File: src/rtl/sudoku_solve_scheduler.sv
// Job scheduler for two sudoku_puzzle engines: engine allocation, start/busy handshake,
// per-job timeout abort, and a 4-entry first-word-fall-through result FIFO with interrupt.
module sudoku_solve_scheduler #(
  parameter int TAG_W = 4,
  parameter int TMO_W = 16
) (
  input  logic               wb_clk_i,
  input  logic               wb_rst_i,
  input  logic               alloc_valid,
  input  logic [TAG_W-1:0]   alloc_tag,
  output logic               alloc_ready,
  output logic               alloc_engine,
  input  logic               launch_valid,
  input  logic               launch_engine,
  input  logic [TMO_W-1:0]   cfg_timeout,
  input  logic [1:0]         eng_busy,
  input  logic [1:0]         eng_solved,
  input  logic [1:0]         eng_stuck,
  input  logic [1:0]         eng_illegal,
  output logic [1:0]         start_solve,
  output logic [1:0]         abort,
  output logic               res_valid,
  input  logic               res_ready,
  output logic [TAG_W+4:0]   res_data,
  input  logic               irq_en,
  output logic               irq,
  output logic [5:0]         eng_state
);

  localparam int REC_W = TAG_W + 5;

  typedef enum logic [2:0] {
    ST_IDLE     = 3'd0,
    ST_RESERVED = 3'd1,
    ST_STARTING = 3'd2,
    ST_RUNNING  = 3'd3,
    ST_ABORTING = 3'd4,
    ST_DONE     = 3'd5
  } eng_st_e;

  eng_st_e          state_q [2];
  eng_st_e          state_d [2];
  logic [TAG_W-1:0] tag_q   [2];
  logic [TAG_W-1:0] tag_d   [2];
  logic [TMO_W-1:0] cnt_q   [2];
  logic [TMO_W-1:0] cnt_d   [2];
  logic [3:0]       flags_q [2];   // {timeout, illegal, stuck, solved}
  logic [3:0]       flags_d [2];
  logic             last_grant_q, last_grant_d;

  logic [REC_W-1:0] fifo_q [4];
  logic [1:0]       wr_ptr_q, rd_ptr_q;
  logic [2:0]       count_q;

  logic             idle0_s, idle1_s, alloc_fire_s;
  logic             fifo_full_s, fifo_empty_s, push_s, pop_s, push_eng_s;
  logic [REC_W-1:0] push_rec_s;

  // Allocation grant: alternate when both engines are free.
  always_comb begin
    idle0_s = (state_q[0] == ST_IDLE);
    idle1_s = (state_q[1] == ST_IDLE);
    alloc_ready = (idle0_s | idle1_s) & ~wb_rst_i;
    if (idle0_s && idle1_s) begin
      alloc_engine = ~last_grant_q;
    end else if (idle1_s) begin
      alloc_engine = 1'b1;
    end else begin
      alloc_engine = 1'b0;
    end
    alloc_fire_s = alloc_valid & alloc_ready;
    last_grant_d = alloc_fire_s ? alloc_engine : last_grant_q;
  end

  // Completion push arbitration: engine 0 wins a tie, one push per cycle.
  always_comb begin
    fifo_full_s  = (count_q == 3'd4);
    fifo_empty_s = (count_q == 3'd0);
    pop_s        = res_ready & ~fifo_empty_s;
    push_s       = 1'b0;
    push_eng_s   = 1'b0;
    if (!fifo_full_s) begin
      if (state_q[0] == ST_DONE) begin
        push_s     = 1'b1;
        push_eng_s = 1'b0;
      end else if (state_q[1] == ST_DONE) begin
        push_s     = 1'b1;
        push_eng_s = 1'b1;
      end else begin
        push_s     = 1'b0;
      end
    end else begin
      push_s = 1'b0;
    end
    push_rec_s = {flags_q[push_eng_s], push_eng_s, tag_q[push_eng_s]};
  end

  // Per-engine job FSM next state.
  always_comb begin
    for (int i = 0; i < 2; i++) begin
      state_d[i] = state_q[i];
      tag_d[i]   = tag_q[i];
      cnt_d[i]   = cnt_q[i];
      flags_d[i] = flags_q[i];
      case (state_q[i])
        ST_IDLE: begin
          if (alloc_fire_s && (alloc_engine == 1'(i))) begin
            state_d[i] = ST_RESERVED;
            tag_d[i]   = alloc_tag;
          end else begin
            state_d[i] = ST_IDLE;
          end
        end
        ST_RESERVED: begin
          if (launch_valid && (launch_engine == 1'(i))) begin
            state_d[i] = ST_STARTING;
            cnt_d[i]   = {TMO_W{1'b0}};
            flags_d[i] = 4'b0000;
          end else begin
            state_d[i] = ST_RESERVED;
          end
        end
        ST_STARTING, ST_RUNNING: begin
          if (cnt_q[i] != {TMO_W{1'b1}}) begin
            cnt_d[i] = cnt_q[i] + {{(TMO_W-1){1'b0}}, 1'b1};
          end else begin
            cnt_d[i] = cnt_q[i];
          end
          // Timeout wins over a same-cycle busy transition.
          if ((cfg_timeout != {TMO_W{1'b0}}) && (cnt_q[i] == cfg_timeout)) begin
            state_d[i]    = ST_ABORTING;
            flags_d[i][3] = 1'b1;
          end else if ((state_q[i] == ST_STARTING) && eng_busy[i]) begin
            state_d[i] = ST_RUNNING;
          end else if ((state_q[i] == ST_RUNNING) && !eng_busy[i]) begin
            state_d[i] = ST_DONE;
            flags_d[i] = {1'b0, eng_illegal[i], eng_stuck[i], eng_solved[i]};
          end else begin
            state_d[i] = state_q[i];
          end
        end
        ST_ABORTING: begin
          if (!eng_busy[i]) begin
            state_d[i] = ST_DONE;
            flags_d[i] = {1'b1, eng_illegal[i], eng_stuck[i], eng_solved[i]};
          end else begin
            state_d[i] = ST_ABORTING;
          end
        end
        ST_DONE: begin
          if (push_s && (push_eng_s == 1'(i))) begin
            state_d[i] = ST_IDLE;
          end else begin
            state_d[i] = ST_DONE;
          end
        end
        default: state_d[i] = ST_IDLE;
      endcase
    end
  end

  // Engine FSM and job context registers.
  always_ff @(posedge wb_clk_i) begin
    if (wb_rst_i) begin
      for (int i = 0; i < 2; i++) begin
        state_q[i] <= ST_IDLE;
        tag_q[i]   <= {TAG_W{1'b0}};
        cnt_q[i]   <= {TMO_W{1'b0}};
        flags_q[i] <= 4'b0000;
      end
      last_grant_q <= 1'b1;
    end else begin
      for (int i = 0; i < 2; i++) begin
        state_q[i] <= state_d[i];
        tag_q[i]   <= tag_d[i];
        cnt_q[i]   <= cnt_d[i];
        flags_q[i] <= flags_d[i];
      end
      last_grant_q <= last_grant_d;
    end
  end

  // Result FIFO storage and pointers.
  always_ff @(posedge wb_clk_i) begin
    if (wb_rst_i) begin
      for (int i = 0; i < 4; i++) begin
        fifo_q[i] <= {REC_W{1'b0}};
      end
      wr_ptr_q <= 2'd0;
      rd_ptr_q <= 2'd0;
      count_q  <= 3'd0;
    end else begin
      if (push_s) begin
        fifo_q[wr_ptr_q] <= push_rec_s;
        wr_ptr_q         <= wr_ptr_q + 2'd1;
      end
      if (pop_s) begin
        rd_ptr_q <= rd_ptr_q + 2'd1;
      end
      count_q <= count_q + 3'(push_s) - 3'(pop_s);
    end
  end

  // Output decode from registered state.
  always_comb begin
    start_solve = {state_q[1] == ST_STARTING, state_q[0] == ST_STARTING};
    abort       = {state_q[1] == ST_ABORTING, state_q[0] == ST_ABORTING};
    res_valid   = ~fifo_empty_s;
    if (fifo_empty_s) begin
      res_data = {REC_W{1'b0}};
    end else begin
      res_data = fifo_q[rd_ptr_q];
    end
    irq       = res_valid & irq_en;
    eng_state = {state_q[1], state_q[0]};
  end

endmodule
File: config.mk
export PLATFORM = sky130hd
export DESIGN_NAME = sudoku_solve_scheduler
export DESIGN_NICKNAME = d
export VERILOG_FILES = /design/src/rtl/sudoku_solve_scheduler.sv
export SDC_FILE = /design/constraint.sdc
export NUM_CORES = 1
export LEC_CHECK = 0
export CORE_AREA = 4 4 116 118
export DETAILED_ROUTE_END_ITERATION = 16
export DIE_AREA = 0 0 120 122
export SLEW_MARGIN = 15
export SYNTH_ARGS = -nofsm -noshare
export SYNTH_HDL_FRONTEND = slang
export SYNTH_SLANG_ARGS = --single-unit
export TNS_END_PERCENT = 10
File: constraint.sdc
create_clock -name wb_clk_i -period 3.1 [get_ports wb_clk_i]
set_input_delay 0.62 -clock wb_clk_i [delete_from_list [all_inputs] [get_ports wb_clk_i]]
set_output_delay 0.62 -clock wb_clk_i [all_outputs]
set_load 0.005 [all_outputs]
# Yosys cells after proc, flatten, opt, wreduce, memory -nomap -nowiden
# Memories as Yosys holds them, arrays and structs flattened. A register that Yosys moved wholly into a read port is not among the register bits.
# Index checks and enable logic that the tools add are counted.
dict set report totals {
  wordCells 174
  output_inout_bits 23
  memories 5
  ramBits 90
  ff_bits 8
}
dict set report classes {
  bitwise 21
  n_eq_ne 41
  reduce_logical 28
  mux 69
  n_addsub 6
}
# name words width rd rd_ports_with_merged_regs write_ports line
set memory_table {}
lappend memory_table {fifo_q 4 9 1 1 4 51} ;# logic [REC_W-1:0] fifo_q [4];
lappend memory_table {cnt_q 2 16 2 0 2 45} ;# logic [TMO_W-1:0] cnt_q [2];
lappend memory_table {flags_q 2 4 1 0 2 47} ;# logic [3:0] flags_q [2];
lappend memory_table {tag_q 2 4 1 0 2 43} ;# logic [TAG_W-1:0] tag_q [2];
lappend memory_table {state_q 2 3 2 0 2 41} ;# eng_st_e state_q [2];
# operator count
set ops {}
lappend ops {{$mux W16} 6}
lappend ops {{$pmux W16 S2} 2}
lappend ops {{$mux W4} 14}
lappend ops {{$mux W3} 14}
lappend ops {{$add A16 B1 Y16 const B} 2}
lappend ops {{$eq A16 B16 Y1} 2}
lappend ops {{$ne A16 B16 Y1 const B} 2}
lappend ops {{$pmux W3 S5} 2}
lappend ops {{$ne A2 B2 Y1 const B} 12}
lappend ops {{$ne A3 B3 Y1 const B} 8}
lappend ops {{$pmux W4 S3} 2}
lappend ops {{$mux W1} 22}
lappend ops {{$mux W9} 2}
lappend ops {{$ne A4 B4 Y1 const B} 4}
lappend ops {{$reduce_bool A16 Y1} 1}
lappend ops {{$eq A3 B3 Y1 const B} 5}
lappend ops {{$reduce_and A7 Y1} 2}
lappend ops {{$logic_and A1 B1 Y1} 13}
lappend ops {{$eq A3 B2 Y1 const B} 4}
lappend ops {{$reduce_and A6 Y1} 2}
lappend ops {{$or A1 B1 Y1} 11}
lappend ops {{$mux W2} 5}
lappend ops {{$logic_not A3 Y1} 3}
lappend ops {{$reduce_or A9 Y1} 1}
lappend ops {{other kinds (10)} 24}

# Longest topological paths before layout
# An unclocked memory read counts as a cell.
dict set report depth {
  word_depth 10
  depth_mapped 13
  ltp_nobuf 12
}

# Worst setup path before layout
# No wires, ideal clock.
dict set report synth_timing {
  kind {register to register}
  from {mem state_q[0][5] (netlist name)}
  to {reg count_q[2]}
  synth_period_minus_slack_ns 2.328
  setup_ns 0.128
  required_ns 2.972
  t_arrival_ns 2.201
  slack_ns 0.772
  path_stages_with_launch 14
  path_cell_list {dfxtp_1 buf_4 nor2b_4 nand2_1 a21oi_4 inv_1 ha_1 inv_1 ha_1 inv_1 fa_1 xor2_1 xnor2_1 nor2_1}
}
# element line
set synth_rtl {}
lappend synth_rtl {{start, declared} 41}
lappend synth_rtl {{end signal, assigned} 200} ;# count_q <= count_q + 3'(push_s) - 3'(pop_s);
lappend synth_rtl {{end, declared} 53} ;# logic [2:0] count_q;

==> key figures <==
Power and ir drop
  – Power density cells: 575 mW/mm²
  – P_leak: 2.42 nW
  – VDD IR max: 0.256 mV
  – PnR Total Power: 3.57 mW

Place
  – Post-DP HPWL: 8.77 mm
  – Count of input and output buffers: 57
  – Routability congestion estimate from global placement: 0.950

Critical path
  – Cell class contributing the biggest share of worst-path delay: buffers and inverters
  – Stage delay of the slowest cell on the critical path: 0.52 ns
  – CP arrival: 2.20 ns
  – Largest driver fanout on the critical path: 5
  – Path depth of the worst reg2reg path: 10
  – CP max-delay cell: sky130_fd_sc_hd__dfxtp_1
  – Critical Path Source Type: register
  – Worst-case register-to-register setup slack: 0.52 ns
  – Required time at the endpoint of the critical path: 2.48 ns
  – Kind of capture point of the worst setup path: output port
  – Cell chain of the critical path: buf_4 -> mux4_2 -> and2_1 -> clkdlybuf4s50_1
  – Worst Setup Path Type: reg -> out
  – WP buf/inv: 2
  – Beginning of the worst register-to-register path: count_q[1]
  – Worst R2R End: count_q[2]

Route
  – Detail-routed via count per cell: 5.15
  – M1 wire length: 4.77 mm
  – Met3 routed WL: 522 µm
  – Top routing layer in use: met4
  – # DRC: 0
  – Residual antenna-violating net count after detailed routing: 0
  – Final routed wirelength across all metal layers: 11.7 mm
  – Wire length on met2: 6.15 mm
  – Number of iterations in the first detailed-routing pass: 5
  – WL per Instance: 15.8 µm
  – Total vias in the final route: 3,816
  – DRC violation total after the first TritonRoute iteration: 203

Clocking
  – PostCTS Resize Cnt: 0
  – Post-CTS setup buffer count: 0
  – Total number of H-tree levels: 3
  – Root buf cell: sky130_fd_sc_hd__clkbuf_16
  – Clock Latency Late Sink: 0.35 ns
  – Number of clock sinks seen by CTS: 100
  – CTS Buf Count: 9
  – Hold bufs inserted after CTS: 0
  – Clock transition time at the flip-flop clock pins of the worst setup and hold paths: 0.07 ns
  – TritonCTS clock tree: done
  – Maximum clock insertion buffer count: 2

Yosys
  – Sequential share of the synthesized area: 0.491
  – Most used flip-flop cell after synthesis: sky130_fd_sc_hd__edfxtp_1
  – Cell area after synthesis: 0.00514 mm²
  – Cell accounting for the most synthesized area: sky130_fd_sc_hd__edfxtp_1
  – Cell types with the largest area share after synthesis: sky130_fd_sc_hd__edfxtp_1, sky130_fd_sc_hd__dfxtp_1, sky130_fd_sc_hd__xor2_1
  – Share of the synthesized area in the top cell type: 0.304
  – Number of enable-type register cells in the synthesized netlist: 52
  – Net count of the mapped netlist: 543
  – Syn Area/Cell: 10.2 µm²
  – #FFs+latches synth: 100
  – Share of synthesized flip-flops with an asynchronous set or reset: 0
  – Count of cell types in the netlist: 57
  – Ys Warns: 0
  – Cells after synthesis: 503

Die
  – DIE AREA: 0.0146 mm²
  – Vertical die dimension: 122 µm
  – Number of cell rows: 41
  – Effective utilization at floorplan: 0.413
  – Die X: 120 µm
  – Core Region: 0.0125 mm²
  – Ports: 58

Worst hold path
  – Hold Path End: last_grant_q
  – Worst hold stages: 1
  – Launch point of the worst hold path: last_grant_q
  – Type of the most critical hold path: reg -> reg

Job
  – Number of maximum-capacitance violations: 0

Outcome
  – Run status: complete, no violations

STA
  – Total negative slack for setup checks: 0 ns
  – Slew at the pin closest to its max-slew limit: 0.716 ns
  – Final-report max-slew violation count: 0
  – Layout Skew: 0.0103 ns
  – Minimum period implied by the final worst setup slack: 2.82 ns
  – Achievable clock frequency: 354 MHz
  – Count of endpoints failing hold in the final timing report: 0
  – Setup violators final: 0
  – Relative slew margins: 0.518
  – Final period utilization: 0.911
  – Setup repair after global routing missed its margin: no

Layout
  – Filler instances: 1,158
  – Area growth, synth to finish: 20.7%
  – Share of post-route cells with drive strength above 1: 0.104
  – Final net count: 604
  – Total inserted antenna cells: 0

Global route
  – Overall fraction of global-route tracks in use: 0.172
  – Vias in the first global route: 3,900
  – Number of antenna violations at the first check in global routing: 0
  – Global-route wire length before repair: 19.7 mm
  – Grt total ovfl: 0
  – Maximum number of pins on one net before global-route repair: 19
cells in the mapped netlist (all sizes together) (2+ instances only):
cell     n
nor2    85
xor2    58
edfxtp  52
dfxtp   48
nand2   43
and2    18
nand3   18
inv     16
nor4    14
nand4   13
a21oi   11
and3    10
buf     10
clkbuf  10
mux2i    9
mux4     9
or2      9
o21ai    8
xnor2    8
nor2b    7
nor3     7
ha       4
or3      4
a211oi   3
a221oi   3
nand2b   3
a21boi   2
a31oi    2
and4     2
logic make-up (layout without fill, tap and decap cells):
logic type                 after synthesis  after routing  share of synthesized area
and+or+nand+nor                        236            236                      0.230
DFF                                    100            100                      0.491
xor gates and xnor gates                66             66                      0.112
AOI/OAI and AO/OA                       41             41                     0.0620
buffers and inverters                   36            102                     0.0319
muxes                                   19             19                     0.0591
adders and majority gates                5              5                     0.0136
sequential cells by signal, summed over array words and instances (netlist names), named ones only:
| name | count |
|---|---|
| cnt_q | 32 |
| flags_q | 8 |
| state_q | 6 |
| wr_ptr_q | 2 |
| fifo_q | 36 |
| tag_q | 8 |
| count_q | 3 |
| last_grant_q | 1 |
| rd_ptr_q | 2 |
metal layers:
layer	track usage	vias up
li1	-	1881
met1	0.196	1820
met4	0.0651	0
met3	0.0385	21
met2	0.313	94
met5	0	-
stage by stage:
stage	setup slack [ns]	util	cell area, µm²	std cells	hold WS (ns)
3_3_place_gp	0.261	0.475	5920	725	0.496
2_1_floorplan	0.772	-	5140	503	0.474
5_1_grt	0.130	0.498	6200	741	0.556
3_5_place_dp	0.223	0.475	5920	725	0.501
4_1_cts	0.217	0.498	6200	741	0.521
6_report	0.276	0.498	6200	741	0.518
cell type report:
class / instances / area, µm² / area share
tap: 172 / 215 / 0.0347
clock inverter: 6 / 53.8 / 0.00867
timing repair buffer: 70 / 668 / 0.108
inverter: 16 / 60.1 / 0.00968
sequential: 100 / 2520 / 0.407
clock buffer: 10 / 229 / 0.0369
multi-input combinational: 367 / 2460 / 0.396
worst max path at each step:
stage / slack (ns) / to / start / cells after the start
finish: 0.28 / res_data[0] / register / 4
floorplan: 0.77 / count_q[2] / state_q[0][5] / 13
detailed placement: 0.22 / flags_q[0][2] / cfg_timeout[8] / 7
global placement: 0.26 / flags_q[0][2] / cfg_timeout[4] / 7
CTS: 0.22 / res_data[0] / register / 4
global route: 0.13 / res_data[0] / register / 4
where the power goes:
part           switching, mW  internal [mW]  total (mW)
registers              0.110           1.50        1.61
logic                  0.413          0.472       0.885
clock network          0.513          0.560        1.07
total                   1.04           2.53        3.57
layout by cell type (no fill, tap or decap), types with 3 or more instances in the layout:
master                             n
sky130_fd_sc_hd__dfxtp_1          48
sky130_fd_sc_hd__nor2_1           85
sky130_fd_sc_hd__o21ai_0           6
sky130_fd_sc_hd__clkdlybuf4s50_1  57
sky130_fd_sc_hd__nor3_1            5
sky130_fd_sc_hd__xor2_1           58
sky130_fd_sc_hd__buf_4            13
sky130_fd_sc_hd__a21oi_1          10
sky130_fd_sc_hd__and2_1           18
sky130_fd_sc_hd__xnor2_1           8
sky130_fd_sc_hd__nand2b_1          3
sky130_fd_sc_hd__nor4_1           14
sky130_fd_sc_hd__and3_1           10
sky130_fd_sc_hd__clkbuf_16         9
sky130_fd_sc_hd__mux4_2            9
sky130_fd_sc_hd__nand3_1          18
sky130_fd_sc_hd__ha_1              4
sky130_fd_sc_hd__nor2b_1           6
sky130_fd_sc_hd__or3_1             4
sky130_fd_sc_hd__a221oi_1          3
sky130_fd_sc_hd__mux2i_1           9
sky130_fd_sc_hd__inv_1            16
sky130_fd_sc_hd__edfxtp_1         52
sky130_fd_sc_hd__nand2_1          41
sky130_fd_sc_hd__or2_2             9
sky130_fd_sc_hd__nand4_1          12
Power figures use the tool's default switching activity.
==> RTL change (same settings) <==
Change the parameter `TMO_W` from 16 to 18.
--- a/src/rtl/sudoku_solve_scheduler.sv
+++ b/src/rtl/sudoku_solve_scheduler.sv
@@ -2,7 +2,7 @@
 // per-job timeout abort, and a 4-entry first-word-fall-through result FIFO with interrupt.
 module sudoku_solve_scheduler #(
   parameter int TAG_W = 4,
-  parameter int TMO_W = 16
+  parameter int TMO_W = 18
 ) (
   input  logic               wb_clk_i,
   input  logic               wb_rst_i,
Interface: changed (resized cfg_timeout); port bits go from 58 to 60. The function was not compared with the original's and may differ.
==> RTL change against the unedited design <==
Total power decreased by 5.8%; sequential cell count increased by 4; setup slack improved by 0.066 ns; combinational power decreased by 23%; cell area increased by 8.2%; synthesized cell count increased by 14%; global-route usage increased by 2.3 points; area after synthesis increased by 8.7%; critical path type unchanged; register-to-register slack improved by 0.05 ns; critical endpoint is now alloc_ready; routed wire length increased by 15%.
==> RTL change: results <==
[drt]
drtIter0Drc = 269
drt_first_pass_iters = 4
drt-total-wl_um = 13500
vias_per_cell = 5.42

[clocking]
cts-root-buf = "clkbuf_16"
htree_levels = 3
path_clk_slew_ns = 0.07

[power]
power.switching_mw = 0.841
power_leakage_nw = 2.27
pg_seq_mw = 1.57
ir_worst_vdd_mv = 0.200
p_comb_share_pct = 20.2

[setup_path]
timing.rr.start = "count_q[1]"
crit_path_top_delay_cell = "clkdlybuf4s50_1"
path_max_fanout = 12
critPathMaxStageDelay_ns = 0.59
worst-endpoint-arrival_ns = 2.14
cp-startpoint = "state_q[0][3]"

[timing]
worst_pin_slew_ns = 0.796
clock_skew_ns = 0.00589

[placement]
io_buffer_count = 59
place.detailed.hpwl_um = 10400
place_congestion = 0.913

[finish]
top_regs = "cnt_q: 36 flops, fifo_q: 36 flops"
n_antenna_cell = 0
drive_gt1_share_pct = 8.68
fillers = 1137
nets = 682

[run_status]
status = "finished, final reports clean"

[synth]
ys_seq_area_share_pct = 46.6
synth_fp_nets = 617
synth_common_cells = "nor2_1, nand2_1, xnor2_1"
synth_cell_type_count = 58
synth_compound_area_share_pct = 11.8
synthMuxAreaShare_pct = 4.01
ys_top_cells_by_area = "edfxtp_1, dfxtp_1, xnor2_1"
synthXorXnorAreaFrac_pct = 10.2
synthAdderAreaFrac_pct = 1.25
synth_top_family_by_area = "simple AND/OR/NAND/NOR gates"

[worst_hold_path]
hp-class = "reg2reg"
min_from = "last_grant_q"

[global_routing]
grt_pass1_vias = 4463
grt_pass1_wl_um = 22500
grt.total_usage_pct = 19.4
grt_max_degree = 33
antenna_found_initial = 0
==> RTL change: changes by cell type in the layout (fill, tap and decap cells not counted), moves of 8 or more <==
cell,unedited run,this run
nor2_1,85,73
nor3_1,5,13
a21oi_1,10,31
or2_2,9,0
a21o_1,1,12
mux2i_1,9,1
xnor2_1,8,53
nand2_1,41,62
or3_1,4,13
xor2_1,58,12
==> RTL change: through the flow <==
stage / std cells / power (mW) / area, um2 / setup slack (ns)
3_3_place_gp: 801 / 2.29 / 6430 / 0.211
2_1_floorplan: 575 / 1.98 / 5590 / 0.776
3_5_place_dp: 801 / 2.29 / 6430 / 0.159
5_1_grt: 817 / 3.54 / 6720 / 0.198
6_report: 817 / 3.36 / 6720 / 0.342
4_1_cts: 817 / 3.41 / 6720 / 0.320
==> RTL change: final timing paths <==
check | cells past startpoint | slack [ns] | end
worst max-delay path | 3 | 0.34 | alloc_ready
worst min-delay path | 1 | 0.50 | last_grant_q
worst min register to register | 1 | 0.50 | last_grant_q
worst max register to register | 10 | 0.57 | count_q[2]
==> RTL change: area by class of cell <==
class,instances,area share (%)
Multi-Input combinational cell,426,41.7
Clock inverter,6,0.876
Clock buffer,10,3.41
Sequential cell,104,38.8
Inverter,22,1.23
Timing Repair Buffer,77,10.8
Tap cell,172,3.20
==> RTL change: metal layers <==
| metal | share of wire [%] | track usage (%) | up-vias |
|---|---|---|---|
| li1 | - | - | 2205 |
| met1 | 42 | 22.7 | 2140 |
| met2 | 52 | 35.6 | 69 |
| met3 | 3.7 | 3.44 | 12 |
| met4 | 1.5 | 6.94 | 0 |
| met5 | 0 | 0 | - |
